File: src/rtl/input_pipeline_unit_pkg.sv
// Shared definitions for the text-normalising input pipeline.
package input_pipeline_unit_pkg;

    localparam int unsigned ADDR_W = 16;
    localparam int unsigned DATA_W = 128;

    typedef enum logic [1:0] {
        StIdle,
        StRun,
        StDone
    } state_e;

    localparam logic [7:0] ASCII_SPACE = 8'h20;
    localparam logic [7:0] CASE_OFFSET = 8'h20;

endpackage

File: src/rtl/byte_normalize.sv
// Single-byte normaliser: upper case folds to lower case, lower case and NUL pass
// through, anything else becomes a space.
module byte_normalize
    import input_pipeline_unit_pkg::*;
(
    input  logic [7:0] data_i,
    output logic [7:0] data_o
);

    // Classify the byte and pick its replacement.
    always_comb begin
        data_o = ASCII_SPACE;
        if (data_i >= 8'h41 && data_i <= 8'h5A) begin
            data_o = data_i + CASE_OFFSET;
        end else if ((data_i >= 8'h61 && data_i <= 8'h7A) || data_i == 8'h00) begin
            data_o = data_i;
        end
    end

endmodule

File: src/rtl/input_pipeline_unit.sv
// Streams words from m1, normalises every byte and writes each result to the
// same address in m2, stopping after an all-zero word or the last address.
module input_pipeline_unit #(
    parameter int unsigned ADDR_W = input_pipeline_unit_pkg::ADDR_W,
    parameter int unsigned DATA_W = input_pipeline_unit_pkg::DATA_W
) (
    input  logic              clock,
    input  logic              rst,
    input  logic              start,
    output logic [ADDR_W-1:0] m1ReadAddr,
    input  logic [DATA_W-1:0] m1ReadVal,
    output logic [ADDR_W-1:0] m2ReadAddr,
    input  logic [DATA_W-1:0] m2ReadVal,
    output logic [ADDR_W-1:0] m2WriteAddr,
    output logic [DATA_W-1:0] m2WriteVal,
    output logic              m2WE,
    output logic              done
);

    import input_pipeline_unit_pkg::*;

    localparam int unsigned NumBytes = DATA_W / 8;
    localparam logic [ADDR_W-1:0] LastAddr = '1;

    state_e state_q, state_d;

    logic [ADDR_W-1:0] rd_ptr_q, rd_ptr_d;
    logic              halt_q, halt_d;   // no further reads may be issued
    logic              v1_q, v1_d;
    logic [ADDR_W-1:0] a1_q, a1_d;
    logic              last_q, last_d;   // write register holds the terminating word
    logic [ADDR_W-1:0] waddr_q, waddr_d;
    logic [DATA_W-1:0] wval_q, wval_d;
    logic              we_q, we_d;

    logic [DATA_W-1:0] norm_word;
    logic              issue;
    logic              term;
    logic              unused_m2_read;

    assign unused_m2_read = ^m2ReadVal;

    for (genvar i = 0; i < NumBytes; i++) begin : g_norm
        byte_normalize u_byte_normalize (
            .data_i (m1ReadVal[8*i +: 8]),
            .data_o (norm_word[8*i +: 8])
        );
    end

    // Next-state logic for the read pointer, stage-1 tag and write register.
    always_comb begin
        issue   = (state_q == StRun) && !halt_q;
        term    = v1_q && ((m1ReadVal == '0) || (a1_q == LastAddr));

        state_d  = state_q;
        rd_ptr_d = rd_ptr_q;
        halt_d   = halt_q;
        // The read issued alongside a detected terminator is dropped here.
        v1_d     = issue && !term;
        a1_d     = rd_ptr_q;
        last_d   = term;
        waddr_d  = waddr_q;
        wval_d   = wval_q;
        we_d     = v1_q;

        if (v1_q) begin
            waddr_d = a1_q;
            wval_d  = norm_word;
        end

        unique case (state_q)
            StIdle: begin
                if (start) begin
                    state_d = StRun;
                end
            end
            StRun: begin
                if (term) begin
                    halt_d = 1'b1;
                end else if (issue) begin
                    // Saturate at the top address instead of wrapping to 0.
                    if (rd_ptr_q == LastAddr) begin
                        halt_d = 1'b1;
                    end else begin
                        rd_ptr_d = rd_ptr_q + ADDR_W'(1);
                    end
                end
                if (last_q) begin
                    state_d = StDone;
                end
            end
            StDone: begin
                state_d = StDone;
            end
            default: begin
                state_d = StIdle;
            end
        endcase
    end

    // State registers; reset clears everything and drops in-flight data.
    always_ff @(posedge clock or posedge rst) begin
        if (rst) begin
            state_q  <= StIdle;
            rd_ptr_q <= '0;
            halt_q   <= 1'b0;
            v1_q     <= 1'b0;
            a1_q     <= '0;
            last_q   <= 1'b0;
            waddr_q  <= '0;
            wval_q   <= '0;
            we_q     <= 1'b0;
        end else begin
            state_q  <= state_d;
            rd_ptr_q <= rd_ptr_d;
            halt_q   <= halt_d;
            v1_q     <= v1_d;
            a1_q     <= a1_d;
            last_q   <= last_d;
            waddr_q  <= waddr_d;
            wval_q   <= wval_d;
            we_q     <= we_d;
        end
    end

    assign m1ReadAddr  = rd_ptr_q;
    assign m2ReadAddr  = '0;
    assign m2WriteAddr = waddr_q;
    assign m2WriteVal  = wval_q;
    assign m2WE        = we_q;
    assign done        = (state_q == StDone);

endmodule

File: config.mk
export PLATFORM = sky130hd
export DESIGN_NAME = input_pipeline_unit
export DESIGN_NICKNAME = d
export VERILOG_FILES = /design/src/rtl/input_pipeline_unit_pkg.sv /design/src/rtl/byte_normalize.sv /design/src/rtl/input_pipeline_unit.sv
export SDC_FILE = /design/constraint.sdc
export NUM_CORES = 1
export LEC_CHECK = 0
export CAP_MARGIN = 30
export CORE_ASPECT_RATIO = 1.25
export CORE_MARGIN = 5
export CORE_UTILIZATION = 25
export CTS_BUF_LIST = sky130_fd_sc_hd__clkbuf_16
export CTS_CLUSTER_SIZE = 8
export DETAILED_ROUTE_END_ITERATION = 16
export GPL_TIMING_DRIVEN = 0
export SKIP_LAST_GASP = 1
export SYNTH_ARGS = -nofsm -noshare
export SYNTH_HDL_FRONTEND = slang
export SYNTH_SLANG_ARGS = --single-unit
export TNS_END_PERCENT = 5
File: constraint.sdc
create_clock -name clock -period 9.6 [get_ports clock]
set_input_delay 2.88 -clock clock [delete_from_list [all_inputs] [get_ports clock]]
set_output_delay 2.88 -clock clock [all_outputs]
set_load 0.02 [all_outputs]
* Word-level counts from Yosys, hierarchy flattened
Cells that the tools add are included.
** Storage, ports and cells
- Flip-flop bits (word level) :: 182
- Latch bits :: 0
- Memory bits (writable) :: 0
- ROM bits :: 0
- Input port bits :: 259
- Output and inout port bits :: 178
- Word-level logic and storage cells :: 213
- Memories :: 0
** Cells by class
- $add $sub $neg :: 17
- Multiply operators :: 0
- Div/mod/pow operators :: 0
- Magnitude comparators :: 64
- Equal/unequal tests :: 6
- Shift-type cells :: 0
- Muxes and demuxes :: 38
- Bitwise gates (word level) :: 2
- Reductions and logical operators :: 77
** Operators by type and width (number)
- 8-bit by 7-bit >= comparator with 1-bit output, second input constant :: 32
- 8-bit by 7-bit <= comparator with 1-bit output, second input constant :: 32
- 8-bit 2-to-1 mux :: 32
- 8-bit by 6-bit adder with 8-bit output, second input constant :: 16
- 128-bit logical NOT :: 1
- 8-bit logical NOT :: 16
- 1-bit logical AND :: 35
- 16-bit == test, second input constant :: 2
- 1-bit logical OR :: 17
- 16-bit by 1-bit adder with 16-bit output, second input constant :: 1
- 2-bit case mux with 3 select lines :: 1
- 2-bit 2-to-1 mux :: 2
- 2-bit inequality test, second input constant :: 2
- 4-bit AND reduction :: 1
- 2-bit nonzero test :: 2
- 1-bit 2-to-1 mux :: 3
- 3-bit AND reduction :: 1
- 2-bit by 1-bit == test with 1-bit output, second input constant :: 1
- 2-bit == test, second input constant :: 1
- 1-bit logical NOT :: 2
- 2-bit logical NOT :: 1
- 1-bit NOT :: 2
- 2-bit AND reduction :: 1

* Depth between registers and ports, before layout
- Depth in word-level cells :: 5
- Depth in mapped cells :: 10
- Mapped depth without buffers :: 9

* Modules after synthesis
Synthesis repeated with hierarchy kept, for this count alone.
** Second synthesis, totals
- Cells, all modules :: 879
- Area, all modules :: 9604.2 um^2
** By module, submodules not included
- input_pipeline_unit :: instances 1, cells an instance 479, area each 7181.9 um^2, seq. area each 4554.4 um^2
- byte_normalize :: instances 16, cells an instance 25, area each 151.4 um^2, seq. area each 0.0 um^2

* Worst setup path before layout
No wires, ideal clock.
- Kind :: input-to-reg
- From :: in m1ReadVal[92]
- To :: reg rd_ptr_q[1], in the netlist m1ReadAddr[1]
- Library setup time :: 128 ps
- Data arrival time :: 4654 ps
- Required time :: 9472 ps
- Setup slack :: 4818 ps
- Stages on the path :: 7
- Buffers on the path :: 0
- Cell sequence :: or4_4 > or4_4 > nor4_2 > nand4_1 > o21bai_2 > a21oi_2 > mux2_1
** On the way
- Longest elaborated chain between the ends :: 5
** RTL lines
- from (decl) :: line input_pipeline_unit.sv:11 : input logic [DATA_W-1:0] m1ReadVal,
- 128-bit logical NOT :: line input_pipeline_unit.sv:53 : term = v1_q && ((m1ReadVal == '0) || (a1_q == LastAddr));
- 1-bit logical OR :: line input_pipeline_unit.sv:53
- 1-bit logical AND :: line input_pipeline_unit.sv:53
- 1-bit NOT (no line)
- 4-bit AND reduction (no line)
- to (signal assigned) :: line input_pipeline_unit.sv:115 : rd_ptr_q <= rd_ptr_d;
- to (decl) :: line input_pipeline_unit.sv:27 : logic [ADDR_W-1:0] rd_ptr_q, rd_ptr_d;
Every way passes these cells.
A chain may end at the register's enable or synchronous reset.

* Final worst setup path
- From :: in m1ReadVal[77]
- To :: reg rd_ptr_q[14], in the netlist m1ReadAddr[14]
The elaborated chain is that of the path after synthesis.

==> results.toml <==
[grt]
first_global_vias = 8564
grt_util_met3 = 0.04862
grt_pass1_wl_microns = 51630
globalRouteTotalUtil = 0.1616
maximum_number_of_pins_on_one_net_before_global_route_repair = 94
grt_busiest_layer = "met2"
grt_antenna_before_repair = 0
gr-usage-met1 = 0.2027
globalRouteOverflowTotal = 0
met2_usage = 0.2678

[synth]
yosys_register_bits = 182
synth_largest_area_cell = "dfrtp_1"
synth-edff-count = 0
synth-async-reset-ratio = 1.000
synth_flop_cell = "dfrtp_1"
netlist_top_cells_count = "dfrtp_1, inv_1, nand2_1"
synth_cell_type_count = 57
synth_sequential_area_ratio = 0.4843
post_synth_inst_count = 1017
yosysMostFrequentCell = "dfrtp_1"
synth.yosys.warnings = 0
synth_area_leaders = "dfrtp_1, inv_1, ha_1"
postSynthAreaPerCell_sq_um = 9.247
netlist_area_sq_um = 9404
netlist.area_leader.share = 0.4843

[clocking]
cts.reportedPaths.clkPinSlew_ps = 80
cts_post_setup_buffers_inserted = 0
cts_max_path_buffers = 2
cts_root_buf = "clkbuf_16"
cts-hold-fix-buffers = 0
cts_tree = "yes"
number_of_cts_inserted_buffers = 17
clk-insertion-delay-late_ps = 460
ctsResizeCount = 0
htree_levels = 4
clkSinkCount = 182

[setup_path]
timing.critical_path.cells = "clkdlybuf4s50_1 -> or4_1 -> nor4_1 -> and4b_1 -> nand4_1 -> o21bai_2 -> a21oi_2 -> buf_6 -> nand3_1 -> xnor2_1"
cpMaxStageDelayCell = "nor4_1"
r2r_setup_slack_ps = 6770
critPathRequiredTime_ps = 9980
cp-start-kind = "primary input"
timing.setup.critical_path_class = "primary input to register"
r2r_end = "m2WriteVal[70]"
cp_data_arrival_time_ps = 5970
critical_path.max_stage_delay_ps = 620
critical_path_peak_fanout = 10
r2r.worst_path.cells = 5
critical_path.reg2reg.startpoint = "v1_q"
crit_path_end_kind = "register"

[drt]
ant_nets = 0
route.detailed.wl_per_inst_microns = 18.47
drt-vias-per-instance = 4.659
detailedRoute.firstIterationViolations = 399
count_of_tritonroute_iterations_in_the_first_routing_pass = 5
remaining_drc_errors = 0
totalWireLength_microns = 34110
routed-via-count = 8606

[layout]
drive_gt1_frac = 0.07494
instances_no_fill = 1847
area.sequential_sq_um = 4554
antenna_cells_inserted = 0
fill_cells = 3811
multi_input_area_sq_um = 4113
layout-area-overhead-vs-synth_pct = 45.53
nNetsFinal = 1642
finish.instance_area_sq_um = 13690

[power_and_ir_drop]
power.switching_mw = 1.472
combinationalPowerShare = 0.461
power.leakage_nw = 5.717
power.switching_fraction = 0.4084
power.clock.fraction = 0.201
pwr_total_mw = 3.604
power_per_cell_area_nw_per_um2 = 263.3
vdd.ir_drop.worst_uv = 113.2
p_int_mw = 2.132
seq_power_share = 0.338

[sta]
final_period_minus_worst_setup_slack_ps = 5599
setup_viol = 0
slew_violations = 0
tightest_slew_ps = 955.4
relative_max_transition_margin = 0.3466
report.final.hold_viol_count = 0
clock_skew_ps = 8.750
fmax_mhz = 178.6
unrepaired_setup_endpoints_after_global_routing = "false"
fin_crit_sh = 0.5832

[run]
max_cap_viols = 0

[floorplanning]
starting_density = 0.2530
die_width_microns = 183.5
design.die.area_sq_um = 41620
top_level_ports = 437
core_area_sq_um = 37170
die_h_microns = 226.8
number_of_cell_rows = 79

[placed_design]
globalplace.congestion = 0.8255
port-buffer-count = 292
placed_cells = 1815
place.detailed.hpwl_microns = 26500
placed_cell_area_sq_um = 13080

[outcome]
run_status = "complete, no violations"

[min_path]
hold_end = "m2WE"
worst_hold_startpoint = "v1_q"
number_of_stages_on_the_worst_hold_path = 0
worstHoldPathType = "register to register"
[critical path: cells and delay by family]
kind / cells / cell delay (ps)
and+or+nand+nor: 5 / 1840
buffers and inverters: 2 / 720
AOI/OAI and AO/OA: 2 / 410
xor gates and xnor gates: 1 / 120
[state kept, by name (all words and copies together), names as in the netlist]
name,cells
last_q,1
m2WE,1
m2WriteVal,128
m1ReadAddr,16
v1_q,1
halt_q,1
m2WriteAddr,16
state_q,2
a1_q,16
[layout make-up]
type / instances / share of cell area
sequential: 182 / 0.3328
multi-input combinational: 657 / 0.3005
timing repair buffer: 297 / 0.2197
tap: 486 / 0.04443
inverter: 155 / 0.04306
clock buffer: 17 / 0.03108
buffer: 38 / 0.01545
clock inverter: 15 / 0.01298
[how the worst max path moves through the flow]
stage / startpoint / to / cells after the start
floorplan: rst / a1_q[0] / 1
global placement: rst / m2WriteVal[121] / 2
detailed placement: m1ReadVal[76] / m1ReadAddr[14] / 10
CTS: m1ReadVal[76] / m1ReadAddr[14] / 10
global route: m1ReadVal[77] / m1ReadAddr[12] / 10
finish: m1ReadVal[77] / m1ReadAddr[14] / 10
[layout by cell type (no fill, tap or decap), drive strengths merged, types with 6 or more instances in the layout]
cell type,instances
clkdlybuf4s50,292
dfrtp,182
inv,164
nand2,89
o21ai,79
a21oi,67
nor2,50
o22ai,39
mux2,37
ha,35
clkbuf,35
nand3,28
nor3,25
buf,25
nor4,18
conb,16
xnor2,14
nand4,14
nor2b,13
o211ai,13
a31oi,13
a21o,12
o2111ai,10
or3,9
nand2b,9
a211oi,9
or4,7
and2,6
[per-stage QoR]
step,TNS [ps],utilization,setup WS [ps],hold slack [ps]
after floorplan,0,-,1776,367.2
after global placement,-219540,0.3495,-1233,377.8
after detailed placement,0,0.3520,3386,381.4
after CTS,0,0.3682,3877,400.0
final,0,0.3682,4001,400.6
after global routing,0,0.3682,3800,407.1
[power by group through the flow]
stage	combinational, mW	sequential (mW)	clock [mW]
final	1.66	1.22	0.725
after global routing	1.79	1.26	0.783
after CTS	1.70	1.22	0.755
after detailed placement	1.69	1.23	0
after global placement	1.66	1.23	0
after floorplan	0.449	1.54	0
[kinds of logic (layout without fill, tap and decap cells)]
logic type               Yosys count  in the layout  synth area share
multiplexers                      42             42           0.04963
AO/OA/AOI/OAI                    263            263            0.1680
XOR/XNOR                          15             15           0.01397
flip-flops                       182            182            0.4843
buffers and inverters            193            522           0.08435
AND/OR/NAND/NOR                  286            286            0.1527
adder cells (fa/ha/maj)           35             35           0.04657
other                              1             16         0.0003988
[routing by layer]
metal / share of wire / up-vias
li1: - / 4157
met1: 0.42 / 4152
met2: 0.49 / 267
met3: 0.072 / 30
met4: 0.019 / 0
met5: 0 / -
(Power assumes the default switching activity.)
